==> src/rtl/time_offset_gen.sv <==
// time_offset_gen: forms the signed offset (master + delay) - local in the
// mixed-radix time format (41-bit microseconds, 7-bit 8 ns ticks 0..124)
// and issues one offset-write pulse per accepted, valid sample.
module time_offset_gen (
  input  logic        i_clk,
  input  logic        i_rst_n,
  input  logic        i_sync_en,
  input  logic [47:0] iv_master_time,
  input  logic [47:0] iv_path_delay,
  input  logic [47:0] iv_local_rx_time,
  input  logic        i_sample_valid,
  output logic        o_sample_ready,
  input  logic [47:0] iv_offset_limit,
  output logic [48:0] ov_time_offset,
  output logic        o_time_offset_wr,
  output logic [15:0] ov_sample_cnt,
  output logic [15:0] ov_err_cnt,
  output logic [15:0] ov_outlier_cnt
);

  typedef enum logic [1:0] {
    S_IDLE,
    S_ADD,
    S_SUB,
    S_ISSUE
  } state_e;

  state_e      state_q, state_d;
  logic [47:0] master_q, master_d;
  logic [47:0] delay_q, delay_d;
  logic [47:0] local_q, local_d;
  logic [47:0] target_q, target_d;
  logic [47:0] mag_q, mag_d;
  logic        sign_q, sign_d;
  logic [48:0] offset_q, offset_d;
  logic [15:0] sample_cnt_q, sample_cnt_d;
  logic [15:0] err_cnt_q, err_cnt_d;
  logic [15:0] outlier_cnt_q, outlier_cnt_d;

  logic        accept;
  logic        fields_ok;
  logic [7:0]  lo_sum;
  logic [6:0]  lo_add;
  logic        carry;
  logic [40:0] hi_add;
  logic        target_ge;
  logic [47:0] sub_a, sub_b;
  logic [6:0]  lo_sub;
  logic        borrow;
  logic [40:0] hi_sub;
  logic        outlier_hit;
  logic        write_now;

  assign o_sample_ready = (state_q == S_IDLE) && i_sync_en;
  assign accept         = i_sample_valid && o_sample_ready;

  // Field check and mixed-radix addition of master time and path delay.
  always_comb begin
    fields_ok = (master_q[6:0] <= 7'd124) && (delay_q[6:0] <= 7'd124) &&
                (local_q[6:0] <= 7'd124);
    lo_sum = {1'b0, master_q[6:0]} + {1'b0, delay_q[6:0]};
    carry  = 1'b0;
    lo_add = lo_sum[6:0];
    if (lo_sum >= 8'd125) begin
      lo_add = 7'(lo_sum - 8'd125);
      carry  = 1'b1;
    end
    hi_add = master_q[47:7] + delay_q[47:7] + {40'd0, carry};
  end

  // Magnitude subtract: larger operand minus smaller, borrowing 125 ticks.
  always_comb begin
    target_ge = (target_q >= local_q);
    sub_a     = target_ge ? target_q : local_q;
    sub_b     = target_ge ? local_q : target_q;
    borrow    = 1'b0;
    lo_sub    = sub_a[6:0] - sub_b[6:0];
    if (sub_a[6:0] < sub_b[6:0]) begin
      lo_sub = sub_a[6:0] + 7'd125 - sub_b[6:0];
      borrow = 1'b1;
    end
    hi_sub = sub_a[47:7] - sub_b[47:7] - {40'd0, borrow};
  end

  assign outlier_hit = (iv_offset_limit != 48'd0) && (mag_q > iv_offset_limit);

  // Next-state and register updates; dropping the enable abandons the sample.
  always_comb begin
    state_d       = state_q;
    master_d      = master_q;
    delay_d       = delay_q;
    local_d       = local_q;
    target_d      = target_q;
    mag_d         = mag_q;
    sign_d        = sign_q;
    offset_d      = offset_q;
    sample_cnt_d  = sample_cnt_q;
    err_cnt_d     = err_cnt_q;
    outlier_cnt_d = outlier_cnt_q;
    write_now     = 1'b0;
    if (!i_sync_en) begin
      state_d = S_IDLE;
    end else begin
      case (state_q)
        S_IDLE: begin
          if (accept) begin
            master_d     = iv_master_time;
            delay_d      = iv_path_delay;
            local_d      = iv_local_rx_time;
            sample_cnt_d = sample_cnt_q + 16'd1;
            state_d      = S_ADD;
          end
        end
        S_ADD: begin
          if (!fields_ok) begin
            if (err_cnt_q != 16'hFFFF) err_cnt_d = err_cnt_q + 16'd1;
            state_d = S_IDLE;
          end else begin
            target_d = {hi_add, lo_add};
            state_d  = S_SUB;
          end
        end
        S_SUB: begin
          sign_d  = ~target_ge;
          mag_d   = {hi_sub, lo_sub};
          state_d = S_ISSUE;
        end
        S_ISSUE: begin
          if (mag_q != 48'd0) begin
            if (outlier_hit) begin
              if (outlier_cnt_q != 16'hFFFF) outlier_cnt_d = outlier_cnt_q + 16'd1;
            end else begin
              offset_d  = {sign_q, mag_q};
              write_now = 1'b1;
            end
          end
          state_d = S_IDLE;
        end
        default: state_d = S_IDLE;
      endcase
    end
  end

  // State, sample and counter registers.
  always_ff @(posedge i_clk or negedge i_rst_n) begin
    if (!i_rst_n) begin
      state_q       <= S_IDLE;
      master_q      <= '0;
      delay_q       <= '0;
      local_q       <= '0;
      target_q      <= '0;
      mag_q         <= '0;
      sign_q        <= 1'b0;
      offset_q      <= '0;
      sample_cnt_q  <= '0;
      err_cnt_q     <= '0;
      outlier_cnt_q <= '0;
    end else begin
      state_q       <= state_d;
      master_q      <= master_d;
      delay_q       <= delay_d;
      local_q       <= local_d;
      target_q      <= target_d;
      mag_q         <= mag_d;
      sign_q        <= sign_d;
      offset_q      <= offset_d;
      sample_cnt_q  <= sample_cnt_d;
      err_cnt_q     <= err_cnt_d;
      outlier_cnt_q <= outlier_cnt_d;
    end
  end

  // The new offset is presented during the write cycle and held afterwards.
  assign o_time_offset_wr = write_now;
  assign ov_time_offset   = write_now ? {sign_q, mag_q} : offset_q;
  assign ov_sample_cnt    = sample_cnt_q;
  assign ov_err_cnt       = err_cnt_q;
  assign ov_outlier_cnt   = outlier_cnt_q;

endmodule

==> config.mk <==
export PLATFORM = sky130hd
export DESIGN_NAME = time_offset_gen
export DESIGN_NICKNAME = d
export VERILOG_FILES = /design/src/rtl/time_offset_gen.sv
export SDC_FILE = /design/constraint.sdc
export NUM_CORES = 1
export LEC_CHECK = 0
export BUFFER_PORTS_ARGS = -buffer_cell sky130_fd_sc_hd__buf_2
export CAP_MARGIN = 20
export CORE_MARGIN = 2
export CORE_UTILIZATION = 30
export DETAILED_ROUTE_END_ITERATION = 10
export HOLD_SLACK_MARGIN = 0.06
export MAX_ROUTING_LAYER = met4
export PLACE_DENSITY = 0.47
export SYNTH_ARGS = -nofsm -noshare
export SYNTH_HDL_FRONTEND = slang
export SYNTH_SLANG_ARGS = --single-unit
==> constraint.sdc <==
create_clock -name i_clk -period 5.71 [get_ports i_clk]
set_clock_uncertainty 0.15 [all_clocks]
set_input_delay 0.2855 -clock i_clk [delete_from_list [all_inputs] [get_ports i_clk]]
set_output_delay 0.2855 -clock i_clk [all_outputs]
set_load 0.005 [all_outputs]
; Yosys cells after proc, flatten, opt, wreduce, memory -nomap -nowiden
; Index checks and enable logic that the tools add are counted.
[word_totals]
reg_bits = 340
out_inout_bits = 99
elab_cells = 68
[classes]
add_sub_neg = 12
order_cmp = 7
mux = 15
n_reduce_logical = 14
bitwise = 3
eq_ne = 6
[ops]
columns = operator, count
row1 = 48-bit 2-to-1 mux, 2
row2 = 48-bit nonzero test, 2
row3 = 49-bit 2-to-1 mux, 1
row4 = 16-bit by 1-bit adder with 16-bit output (second input constant), 3
row5 = 48-bit >= comparator, 1
row6 = 48-bit > comparator, 1
row7 = 41-bit by 1-bit adder with 41-bit output, 1
row8 = 41-bit adder, 1
row9 = 41-bit by 1-bit subtractor with 41-bit output, 1
row10 = 41-bit subtractor, 1
row11 = 16-bit != test (second input constant), 2
row12 = 7-bit less-or-equal comparator (second input constant), 3
row13 = 7-bit 2-to-1 mux, 2
row14 = 7-bit subtractor, 2
row15 = 7-bit by 7-bit adder with 8-bit output, 1
row16 = 8-bit by 7-bit >= comparator with 1-bit output (second input constant), 1
row17 = 2-bit case mux with 4 select lines, 1
row18 = 4-bit AND reduction, 2
row19 = 7-bit adder (second input constant), 1
row20 = 7-bit < comparator, 1
row21 = 7-bit subtractor (second input constant), 1
row22 = 1-bit 2-to-1 mux, 6
row23 = 2-bit 2-to-1 mux, 3
row24 = 3-bit AND reduction, 2
row25 = 8 further kinds, 15

; Longest topological paths before layout
[logic_depth]
ltp_word = 7
depth_mapped = 27
ltp_nobuf = 25

; Least setup slack after synthesis
; No wires, ideal clock.
[synth_timing]
kind = register -> register
start = reg target_q[40]
end = reg mag_q[45]
t_arrival_ns = 5.932
slack_ns = -0.496
stages_incl_launch_ff = 26
required_ns = 5.436
n_path_buf = 1
setup_ns = 0.124
cell_sequence = dfrtp_1 > ha_1 > and3_1 > nand3_1 > or4_4 > o31ai_2 > or2_1 > buf_6 > nor3_1 > a22o_1 > a32o_1 > a211oi_4 > fa_1 > inv_1 > fa_1 > nand2b_1 > a221o_1 > a31oi_1 > o21ai_1 > a221oi_1 > o2111ai_1 > nand2_1 > o31ai_1 > a21oi_1 > nor4b_1 > a211o_1
[synth_between]
elab_chain_len = 5
[synth_lines]
columns = element, line
row1 = from (decl), 32  ; logic [47:0] target_q, target_d;
row2 = from (signal assigned), 163  ; target_q <= target_d;
row3 = "parallel branches: the longest is 4 deep, another holds 48-bit >= comparator", n/a
row4 = 41-bit by 1-bit subtractor with 41-bit output *, 82  ; hi_sub = sub_a[47:7] - sub_b[47:7] - {40'd0, borrow};
row5 = to (signal assigned), 164  ; mag_q <= mag_d;
row6 = to (decl), 33  ; logic [47:0] mag_q, mag_d;
; Mark *: on every way between the ends.
; A chain may end at the register's enable or synchronous reset.

; Worst setup path in the final report
[layout_timing]
start = reg target_q[30]
end = reg mag_q[45]
; Same word-level chain as after synthesis.

==> impl_metrics.tcl <==
set metrics [dict create \
    r2r_cells 25 \
    grt_pass1_vias 19770 \
    htreeDepth 2 \
    area_delta_synth_final_pct 38.23 \
    rsz0062_at_grt "yes" \
    synth_cell_types 79 \
    finalCriticalPeriod_ns 5.740 \
    die_area_um2 75370 \
    syn_inst 2306 \
    worstHoldEndpoint "ov_err_cnt[0]" \
    finalNetCount 3423 \
    rows 99 \
    ys_seq_elements 340 \
    drv_slew 0 \
    combPwrFrac_pct 65.7 \
    yosys-top-cells-area "dfrtp_1, ha_1, mux2_2" \
    slew_headroom_pct 32.78 \
    crit_type "register to register" \
    synth_edf_count 0 \
    p_leak_uw 0.01491 \
    syn_area_per_cell_um2 9.522 \
    power.density_nw_per_um2 649.7 \
    io_pins 295 \
    cts_sinks 340 \
    p_int_uw 11280 \
    async_flop_share_pct 100.0 \
    overflow 0 \
    switching_share_pct 42.81 \
    first_pass_iters 5 \
    core_area_um2 72710 \
    cts_max_path_buffers 3 \
    yosysSeqAreaShare_pct 38.75 \
    max_freq_ghz 0.1742 \
    grt_max_degree 151 \
    tightestPinTransition_ns 1.008 \
    wl_per_cell_um 17.80 \
    r2r-end "mag_q[45]" \
    layout-drive-gt1-share_pct 32.29 \
    seq_power_share_pct 19.5 \
    cts_tree "done" \
    worstHoldStart "i_sync_en" \
    insertion_delay_ns 0.59 \
    vias 19546 \
    status "finished with violations" \
    start_util_pct 30.20 \
    wl_um 71680 \
    die_y_um 274.5 \
    synth_area_um2 21960 \
    route.detailed.drc 0 \
    hold_viol 0 \
    worstSetupEndpointType "register" \
    fin_util_pct 41.74 \
    hold_path.class "primary input to register" \
    routed_via_density 4.853 \
    violations "negative setup slack" \
    ys.flop_type "dfrtp_1" \
    crit_start "target_q[30]" \
    worst_slack_ns -0.02988 \
    portBuffers 294 \
    cp.arrival_ns 6.07 \
    synth_top_area_share_pct 38.75 \
    yosys.area.top_type "dfrtp_1" \
    cts-root-buf "clkbuf_16" \
    worstSetupStartpointType "register" \
    r2r_start "target_q[30]" \
    dp_hpwl_um 55610 \
    hold_depth 4 \
    grt_pass1_wl_um 111100 \
    vdd_drop_max_mv 0.2611 \
    antenna_found_initial 3 \
    required_ns 6.04 \
    clkPwrFrac_pct 14.8 \
    drtIter0Drc 1062 \
    fin_crit_sh_pct 100.5 \
    setup_tns_ns -0.04505 \
    syn_nets 2699 \
    cts_made_buffers 44 \
    p_sw_uw 8442 \
    gp_congestion 0.8958 \
    reg2reg_slack_ns -0.03 \
    ant_nets 0 \
    path_clk_slew_ns 0.06 \
    grt_usage_pct 19.35 \
    die_x_um 274.5 \
    finalSetupViolations 3 \
    yosysWarnings 0 \
    cap_viol_max_count 0 \
    path_max_fanout 4 \
]
[cell type report]
class | count | area [um2]
Inverter | 179 | 671.9
Clock buffer | 63 | 1292
Antenna cell | 3 | 7.507
Tap cell | 959 | 1200
Fill cell | 7160 | 42360
Timing Repair Buffer | 757 | 5401
Multi-Input combinational cell | 1708 | 13040
Clock inverter | 19 | 235.2
Sequential cell | 340 | 8508
[cell usage after synthesis, drive strengths merged, types with 26 or more instances]
library cell and count:
a21oi 151, and3 68, ha 191, nand3 43
mux2 204, nor4 30, nor3 29, a21o 66
nand2 216, nand4 41, o21bai 26, xnor2 87
inv 179, xor2 43, clkbuf 63, nor2 119
o21ai 183, dfrtp 340
[critical path, stage by stage, from the launching register on]
cell       delay [ns]
dfrtp_1          0.41
ha_4             0.29
nand4_1          0.20
nor4_4           0.39
o211ai_1         0.28
a21oi_4          0.23
o41ai_4          0.12
buf_4            0.17
a21oi_2          0.14
a2111o_1         0.19
a31oi_4          0.12
a211oi_4         0.26
fa_2             0.26
inv_2            0.05
fa_2             0.36
nand2b_4         0.15
a221o_1          0.34
a31oi_4          0.25
o21ai_4          0.09
a221oi_4         0.30
o2111ai_2        0.19
nand2_2          0.14
o31ai_2          0.08
a21oi_2          0.16
nor4b_2          0.07
a211o_1          0.25
[cells in the final DEF, fill, tap and decap left out, types with 40 or more instances in the layout]
cell / n
a21o_1: 66
nand2_1: 212
buf_4: 305
xor2_1: 40
mux2_2: 202
dlygate4sd3_1: 147
xnor2_1: 85
inv_1: 176
clkbuf_16: 44
and3_1: 67
nand4_1: 41
dfrtp_1: 340
nor2_1: 116
ha_1: 184
buf_2: 293
a21oi_1: 137
o21ai_0: 161
nand3_1: 42
[per-layer routing]
| metal | part of all wire [%] | up-vias | GRT usage, % |
|---|---|---|---|
| met5 | 0 | - | - |
| met3 | 4.3 | 91 | 2.470 |
| met4 | 2.5 | 0 | 5.907 |
| met2 | 47 | 386 | 30.93 |
| li1 | - | 9683 | - |
| met1 | 46 | 9386 | 25.53 |
[metrics by stage]
step / instance area, um2 / total power [uW] / std cells / hold WS, ns / worst slack [ns]
detailed placement: 26660 / 15710 / 3773 / 0.3102 / -0.4649
global route: 30350 / 21350 / 4028 / 0.1554 / -0.3547
finish: 30350 / 19720 / 4028 / 0.1453 / -0.02988
global placement: 26660 / 15560 / 3773 / 0.2801 / -0.3993
CTS: 30040 / 19360 / 4013 / 0.1152 / -0.2038
floorplan: 22030 / 10460 / 2306 / -0.1601 / -0.01079
[how the worst max path moves through the flow]
stage	to	slack, ns	depth (start not counted)
3_5_place_dp	target_q[45]	-0.46	24
6_report	mag_q[45]	-0.03	25
5_1_grt	mag_q[45]	-0.35	25
3_3_place_gp	target_q[45]	-0.40	24
4_1_cts	mag_q[45]	-0.20	25
2_1_floorplan	mag_q[45]	-0.01	25
[registers in the layout, summed over array words and instances (netlist names), 2 cells and up]
signal and flops:
delay_q 48, ov_sample_cnt 16, offset_q 49, master_q 48, state_q 2, local_q 48
ov_err_cnt 16, ov_outlier_cnt 16, target_q 48, mag_q 48
[logic make-up (layout without fill, tap and decap cells)]
kind of cell	count (synthesis)	in the layout	share of synthesized area, %
other cells	0	3	0
fa+ha+maj	197	197	11.43
xor+xnor	130	130	5.185
buf+inv	258	1018	4.519
flops	340	340	38.75
mux	214	214	10.94
simple gates	620	620	13.69
compound gates	547	547	15.49
[power by group through the flow]
stage,registers (uW),clock network (uW),logic (uW)
floorplan,3620,0,6830
global placement,3830,0,11700
detailed placement,3870,0,11800
CTS,3840,3020,12500
global route,3940,3100,14300
finish,3840,2930,13000
[timing repair]
item,in CTS,in global routing
pin swaps,36,45
hold buffers,147,0
gates resized for setup,67,47
endpoints found under the setup margin,33,37
endpoints found under the hold margin,248,0
buffers inserted,14,13
No activity file was read; power rests on OpenSTA's default activity.
